==> src/rtl/muldiv_seq.sv <==
// Sequential multiply/divide engine: shift-add multiply and restoring divide,
// one bit per cycle, with sign fix-up and divide-by-zero handling.
`timescale 1ns/1ps
module muldiv_seq #(
  parameter int WIDTH = 32
) (
  input  logic             CLK,
  input  logic             RESET,
  input  logic             Start,
  input  logic [1:0]       MCycleOp,
  input  logic [WIDTH-1:0] Operand1,
  input  logic [WIDTH-1:0] Operand2,
  output logic [WIDTH-1:0] Result1,
  output logic [WIDTH-1:0] Result2,
  output logic             Busy,
  output logic             Done
);

  localparam int CW = $clog2(WIDTH) + 1;

  typedef enum logic [1:0] {
    IDLE    = 2'd0,
    COMPUTE = 2'd1,
    DONE    = 2'd2
  } state_t;

  state_t             state_q, state_d;
  logic [CW-1:0]      cnt_q, cnt_d;
  logic [1:0]         op_q, op_d;
  logic               s1_q, s1_d;
  logic               s2_q, s2_d;
  logic [WIDTH-1:0]   mcand_q, mcand_d;
  logic [2*WIDTH-1:0] acc_q, acc_d;
  logic [WIDTH-1:0]   res1_q, res1_d;
  logic [WIDTH-1:0]   res2_q, res2_d;
  logic               done_q, done_d;

  logic               neg1, neg2;
  logic [WIDTH-1:0]   abs1, abs2;
  logic [WIDTH:0]     mul_sum;
  logic [2*WIDTH-1:0] mul_nxt;
  logic [WIDTH:0]     div_sh;
  logic               div_ok;
  logic [WIDTH-1:0]   div_rem;
  logic [2*WIDTH-1:0] div_nxt;
  logic [2*WIDTH-1:0] step_nxt;
  logic               flip;
  logic [2*WIDTH-1:0] prod;
  logic [WIDTH-1:0]   quo, rem;
  logic [WIDTH-1:0]   fin1, fin2;

  // Even ops are signed; negating -2^(W-1) yields its unsigned magnitude.
  always_comb begin
    neg1 = Operand1[WIDTH-1] & ~MCycleOp[0];
    neg2 = Operand2[WIDTH-1] & ~MCycleOp[0];
    abs1 = neg1 ? -Operand1 : Operand1;
    abs2 = neg2 ? -Operand2 : Operand2;
  end

  always_comb begin
    mul_sum = {1'b0, acc_q[2*WIDTH-1:WIDTH]}
            + (acc_q[0] ? {1'b0, mcand_q} : '0);
    mul_nxt = {mul_sum, acc_q[WIDTH-1:1]};
    div_sh  = acc_q[2*WIDTH-1:WIDTH-1];
    div_ok  = div_sh >= {1'b0, mcand_q};
    div_rem = div_ok ? (div_sh[WIDTH-1:0] - mcand_q)
                     : div_sh[WIDTH-1:0];
    div_nxt = {div_rem, acc_q[WIDTH-2:0], div_ok};
    step_nxt = op_q[1] ? div_nxt : mul_nxt;
  end

  always_comb begin
    flip = ~op_q[0] & (s1_q ^ s2_q);
    prod = flip ? -step_nxt : step_nxt;
    quo  = step_nxt[WIDTH-1:0];
    rem  = step_nxt[2*WIDTH-1:WIDTH];
    if (op_q[1]) begin
      // Zero divisor leaves |dividend| as remainder; re-signing restores it.
      fin1 = (mcand_q == '0) ? '1 : (flip ? -quo : quo);
      fin2 = (~op_q[0] & s1_q) ? -rem : rem;
    end else begin
      fin1 = prod[WIDTH-1:0];
      fin2 = prod[2*WIDTH-1:WIDTH];
    end
  end

  always_comb begin
    state_d = state_q;
    cnt_d   = cnt_q;
    op_d    = op_q;
    s1_d    = s1_q;
    s2_d    = s2_q;
    mcand_d = mcand_q;
    acc_d   = acc_q;
    res1_d  = res1_q;
    res2_d  = res2_q;
    done_d  = 1'b0;
    unique case (state_q)
      IDLE: begin
        if (Start) begin
          op_d    = MCycleOp;
          s1_d    = neg1;
          s2_d    = neg2;
          acc_d   = {{WIDTH{1'b0}}, MCycleOp[1] ? abs1 : abs2};
          mcand_d = MCycleOp[1] ? abs2 : abs1;
          cnt_d   = '0;
          state_d = COMPUTE;
        end
      end
      COMPUTE: begin
        acc_d = step_nxt;
        cnt_d = cnt_q + CW'(1);
        if (cnt_q == CW'(WIDTH - 1)) begin
          res1_d  = fin1;
          res2_d  = fin2;
          done_d  = 1'b1;
          state_d = DONE;
        end
      end
      DONE:    state_d = IDLE;
      default: state_d = IDLE;
    endcase
  end

  always_ff @(posedge CLK) begin
    if (RESET) begin
      state_q <= IDLE;
      cnt_q   <= '0;
      op_q    <= '0;
      s1_q    <= 1'b0;
      s2_q    <= 1'b0;
      mcand_q <= '0;
      acc_q   <= '0;
      res1_q  <= '0;
      res2_q  <= '0;
      done_q  <= 1'b0;
    end else begin
      state_q <= state_d;
      cnt_q   <= cnt_d;
      op_q    <= op_d;
      s1_q    <= s1_d;
      s2_q    <= s2_d;
      mcand_q <= mcand_d;
      acc_q   <= acc_d;
      res1_q  <= res1_d;
      res2_q  <= res2_d;
      done_q  <= done_d;
    end
  end

  // Combinational so the PC stalls in the cycle the request appears.
  assign Busy = ~RESET & (((state_q == IDLE) & Start) | (state_q == COMPUTE));
  assign Done    = done_q;
  assign Result1 = res1_q;
  assign Result2 = res2_q;

endmodule

==> config.mk <==
export PLATFORM = sky130hd
export DESIGN_NAME = muldiv_seq
export DESIGN_NICKNAME = d
export VERILOG_FILES = /design/src/rtl/muldiv_seq.sv
export SDC_FILE = /design/constraint.sdc
export NUM_CORES = 1
export LEC_CHECK = 0
export CAP_MARGIN = 40
export CORE_MARGIN = 2
export CORE_UTILIZATION = 56
export CTS_CLUSTER_SIZE = 10
export DETAILED_ROUTE_END_ITERATION = 6
export PLACE_DENSITY = 0.86
export SYNTH_ARGS = -nofsm -noshare
export SYNTH_HDL_FRONTEND = slang
export SYNTH_SLANG_ARGS = --single-unit
export TNS_END_PERCENT = 10
==> constraint.sdc <==
create_clock -name CLK -period 15.5 [get_ports CLK]
set_clock_uncertainty 0.05 [all_clocks]
set_input_delay 3.875 -clock CLK [delete_from_list [all_inputs] [get_ports CLK]]
set_output_delay 3.875 -clock CLK [all_outputs]
set_load 0.05 [all_outputs]
**Word level (Yosys, flattened, before mapping)**

Cells that the tools add are included.

- Word-level logic and storage cells: 64
- Input port bits: 69
- Register bits after elaboration: 173

- Eq/ne operators: 4
- Mux-type cells: 21
- Order comparisons: 1
- Add/subtract/negate cells: 8
- Reduce and logical (&&, ||, !) cells: 8
- Bitwise gates (word level): 12

Operators with widths:

| kind | number |
|---|---|
| $mux W32 | 11 |
| $mux W64 | 3 |
| $neg A32 Y32 | 4 |
| $pmux W64 S2 | 1 |
| $neg A64 Y64 | 1 |
| $add A32 B32 Y33 | 1 |
| $ge A33 B32 Y1 | 1 |
| $logic_not A32 Y1 | 1 |
| $sub A32 B32 Y32 | 1 |
| $pmux W6 S2 | 1 |
| $reduce_and A2 Y1 | 4 |
| $add A6 B1 Y6 const B | 1 |
| $and A1 B1 Y1 | 6 |
| $eq A6 B5 Y1 const B | 1 |
| $mux W6 | 1 |
| $mux W2 | 2 |
| $ne A2 B2 Y1 const B | 2 |
| $not A1 Y1 | 4 |
| $pmux W2 S2 | 1 |
| $eq A2 B1 Y1 const B | 1 |
| $logic_not A2 Y1 | 1 |
| $reduce_bool A2 Y1 | 1 |
| $reduce_or A2 Y1 | 1 |
| $mux W1 | 1 |
| 2 further kinds | 2 |

**Logic depth before layout (Yosys ltp)**

- Word-level depth: 7
- Gate-level depth with buffers: 22

**Worst setup path before layout**

No wires, ideal clock.

- Path type: input to output
- Start point: input port Start
- End point: output port Busy
- Cell stages on the path: 5
- Path buffers: 2
- Slack: 6.460 ns
- Data arrival time: 5.115 ns
- Required time: 11.575 ns
- Cells stage by stage: and2_1 -> clkbuf_1 -> nor2_1 -> clkbuf_1 -> nor2_1

- Word-level cells in the longest chain between the ends: 3

RTL lines:

| what | line | RTL |
|---|---|---|
| from (decl) | 9 | `input logic Start,` |
| $and A1 B1 Y1 | 152 | `assign Busy = ~RESET & (((state_q == IDLE) & Start) \| (state_q == COMPUTE));` |
| $or A1 B1 Y1 | 152 |  |
| $and A1 B1 Y1 | 152 |  |
| to (decl) | 15 | `output logic Busy,` |

Every way passes these cells.

**Final worst setup path**

Ends and elaborated chain as after synthesis.

==> key figures <==
Power and ir drop
  – Pwr per Cell Area: 82.7 nW/um2
  – Pwr Total: 0.00143 W
  – Sequential share of power: 0.342
  – Sw Ratio: 0.402
  – Psw: 0.000574 W
  – Internal power: 0.000855 W
  – Peak VDD IR: 0.0681 mV
  – Clock Power Share: 0.323
  – Leak: 6.49 nW
  – Comb power frac: 0.335

Timing
  – RSZ-0062 raised after global routing: false
  – Final period util: 0.646
  – Total negative slack: 0 ns
  – Final setup viols: 0
  – Max Clock Freq: 99.9 MHz
  – Fin crit period: 10.01 ns
  – Final hold vios: 0
  – Slew Limit Fails: 0
  – Slew Limit Headroom: 0.349
  – Least-Margin Pin Slew: 0.952 ns

Clocking
  – CTS tree: built
  – Post-CTS Setup Inserts: 0
  – Post-CTS sizing: 0
  – H-tree depth: 4
  – Root buffer cell: clkbuf_16
  – Clock Path Buffers: 2
  – Clock transition at path regs: 0.08 ns
  – # clock sinks: 173
  – Num CTS Buffers: 17
  – # hold bufs at CTS: 0
  – Clock latency on the worst-skew pair: 0.45 ns

Die
  – Die Span Y: 169 um
  – Ports: 135
  – Initial Util: 0.567
  – Die ar.: 28500 um2
  – Core ar.: 26800 um2
  – Row count: 60
  – Die width: 169 um

Finish
  – Fillers: 2330
  – Area Growth Syn to Fin: 13.6%
  – Fraction of layout cells with a size suffix above 1: 0.0584
  – Multi-input gate area: 11000 um2
  – Final nets: 2302
  – N_diodes: 0
  – Combined flip-flop and latch cell area: 3470 um2

Yosys
  – Number of synthesized flops with an enable pin: 0
  – Synth top cells by count: 255 x nand2_1, 240 x a21oi_1, 196 x nor2_1
  – Top cells by area, synth: dfxtp_1 23%, a21oi_1 7.9%, nand2_1 6.3%
  – Netlist Area Pre-Place: 15200 um2
  – Yosys top cell area share: 0.228
  – Syn Area/Cell: 7.19 um2
  – Ys async rst share: 0
  – Yosys warns: 0
  – Most common cell in the netlist: nand2_1
  – Synth cell types: 86
  – #FFs+latches synth: 173
  – Seq/Total Area, Yosys: 0.228
  – Cell taking the most area after synthesis: dfxtp_1
  – Ys flop type: dfxtp_1
  – Syn_nets: 2256
  – Gate Count Post-Synth: 2116

Hold path
  – HP Class: flip-flop to flip-flop
  – Worst hold path depth: 2

Worst setup path
  – Crit Path Category: input pin to primary output
  – Worst R2R Setup Slack: 8.76 ns
  – Worst EP required: 11.58 ns
  – Endpoint class of the critical path: primary output
  – Critical Path Start Type: input pin
  – Worst R2R Path Depth: 19
  – Crit path DAT: 6.08 ns
  – CP Max Fanout: 68

Status
  – Status: finished, violations left
  – Failing checks: DRC

Detailed routing
  – Vias after detailed routing: 16800
  – Initial DRC Count: 2083
  – DRC Markers: 6
  – Vias/cell: 6.67
  – Iteration count of the initial detailed-routing pass: 7
  – Antenna Nets Post-Route: 0
  – Routed Wire Length: 51.8 mm
  – Avg WL per Cell: 20.6 um

Global routing
  – Vias in the first global route: 15500
  – First-pass GRT wire length: 81.9 mm
  – Largest net degree at the start of global routing: 77
  – GRT Residual Overflow: 0
  – Total Routing Usage GR: 0.358
  – Initial antenna violation count: 1

Placement
  – Port Buffers: 134
  – Routability cong.: 1.01
  – Post-DP HPWL: 38.7 mm

Job
  – Max cap viols: 0
[power by group through the flow]
stage / clock network, W / registers [W] / logic, W
after detailed placement: 0 / 0.000498 / 0.000459
after global placement: 0 / 0.000498 / 0.000447
after floorplan: 0 / 0.000484 / 0.000335
final: 0.000462 / 0.000489 / 0.000478
after CTS: 0.000461 / 0.000487 / 0.000463
after global routing: 0.000481 / 0.000491 / 0.000514
[worst max-delay path, cell delays in order]
cell and delay (ns):
clkdlybuf4s50_1 0.50, and2_2 0.14, buf_4 0.54, nor2_2 0.07, nor2_1 0.12, clkdlybuf4s50_1 0.81
[routing by layer]
metal | up-vias | track usage | wire, um
li1 | 7811 | - | -
met4 | 0 | 0.230 | 3700
met2 | 956 | 0.583 | 23300
met1 | 7800 | 0.445 | 20400
met3 | 218 | 0.0531 | 4460
met5 | - | 0 | 0
[layout by cell type (no fill, tap or decap), drive strengths merged, types with 38 or more instances in the layout]
| cell | instances |
|---|---|
| nand2 | 256 |
| a21oi | 244 |
| nor2 | 197 |
| dfxtp | 173 |
| clkdlybuf4s50 | 132 |
| o21ai | 132 |
| xnor2 | 73 |
| xor2 | 72 |
| ha | 69 |
| o211ai | 66 |
| inv | 65 |
| a31oi | 57 |
| nand3 | 53 |
| and2 | 50 |
| nor3 | 40 |
| a211oi | 38 |
[sequential cells by signal, indices dropped and copies added (netlist names), 2 cells and up]
signal and cells:
Result1 32, mcand_q 32, acc_q 64, op_q 2, Result2 32, state_q 2, cnt_q 6
[per-stage QoR]
step | hold WS, ns | area, um2 | cells | setup slack (ns) | utilization
2_1_floorplan | 0.388 | 15200 | 2116 | 6.46 | -
3_3_place_gp | 0.396 | 16600 | 2479 | 5.51 | 0.620
3_5_place_dp | 0.399 | 16600 | 2484 | 5.50 | 0.621
4_1_cts | 0.419 | 17300 | 2516 | 5.50 | 0.645
5_1_grt | 0.436 | 17300 | 2516 | 5.41 | 0.645
6_report | 0.411 | 17300 | 2516 | 5.49 | 0.645
[worst paths after layout]
kind | from | endpoint
worst max-delay path | Start | Busy
worst min-delay path | Result2[1] | Result2[1]
worst min register to register | Result2[1] | Result2[1]
worst max register to register | mcand_q[20] | Result2[26]
[area by class of cell]
type | instances | share of cell area
Sequential cell | 173 | 0.201
Tap cell | 341 | 0.0247
Timing Repair Buffer | 158 | 0.0877
Inverter | 63 | 0.0137
Clock inverter | 15 | 0.0122
Multi-Input combinational cell | 1749 | 0.637
Clock buffer | 17 | 0.0246
[kinds of logic after synthesis]
kind of cell             share of synthesized area
flip-flops                                   0.228
XOR/XNOR                                    0.0835
AO/OA/AOI/OAI                                0.301
multiplexers                                0.0372
buffers and inverters                       0.0500
AND/OR/NAND/NOR                              0.241
adder cells (fa/ha/maj)                     0.0594
Note: power is estimated with default switching activity, not from simulation.
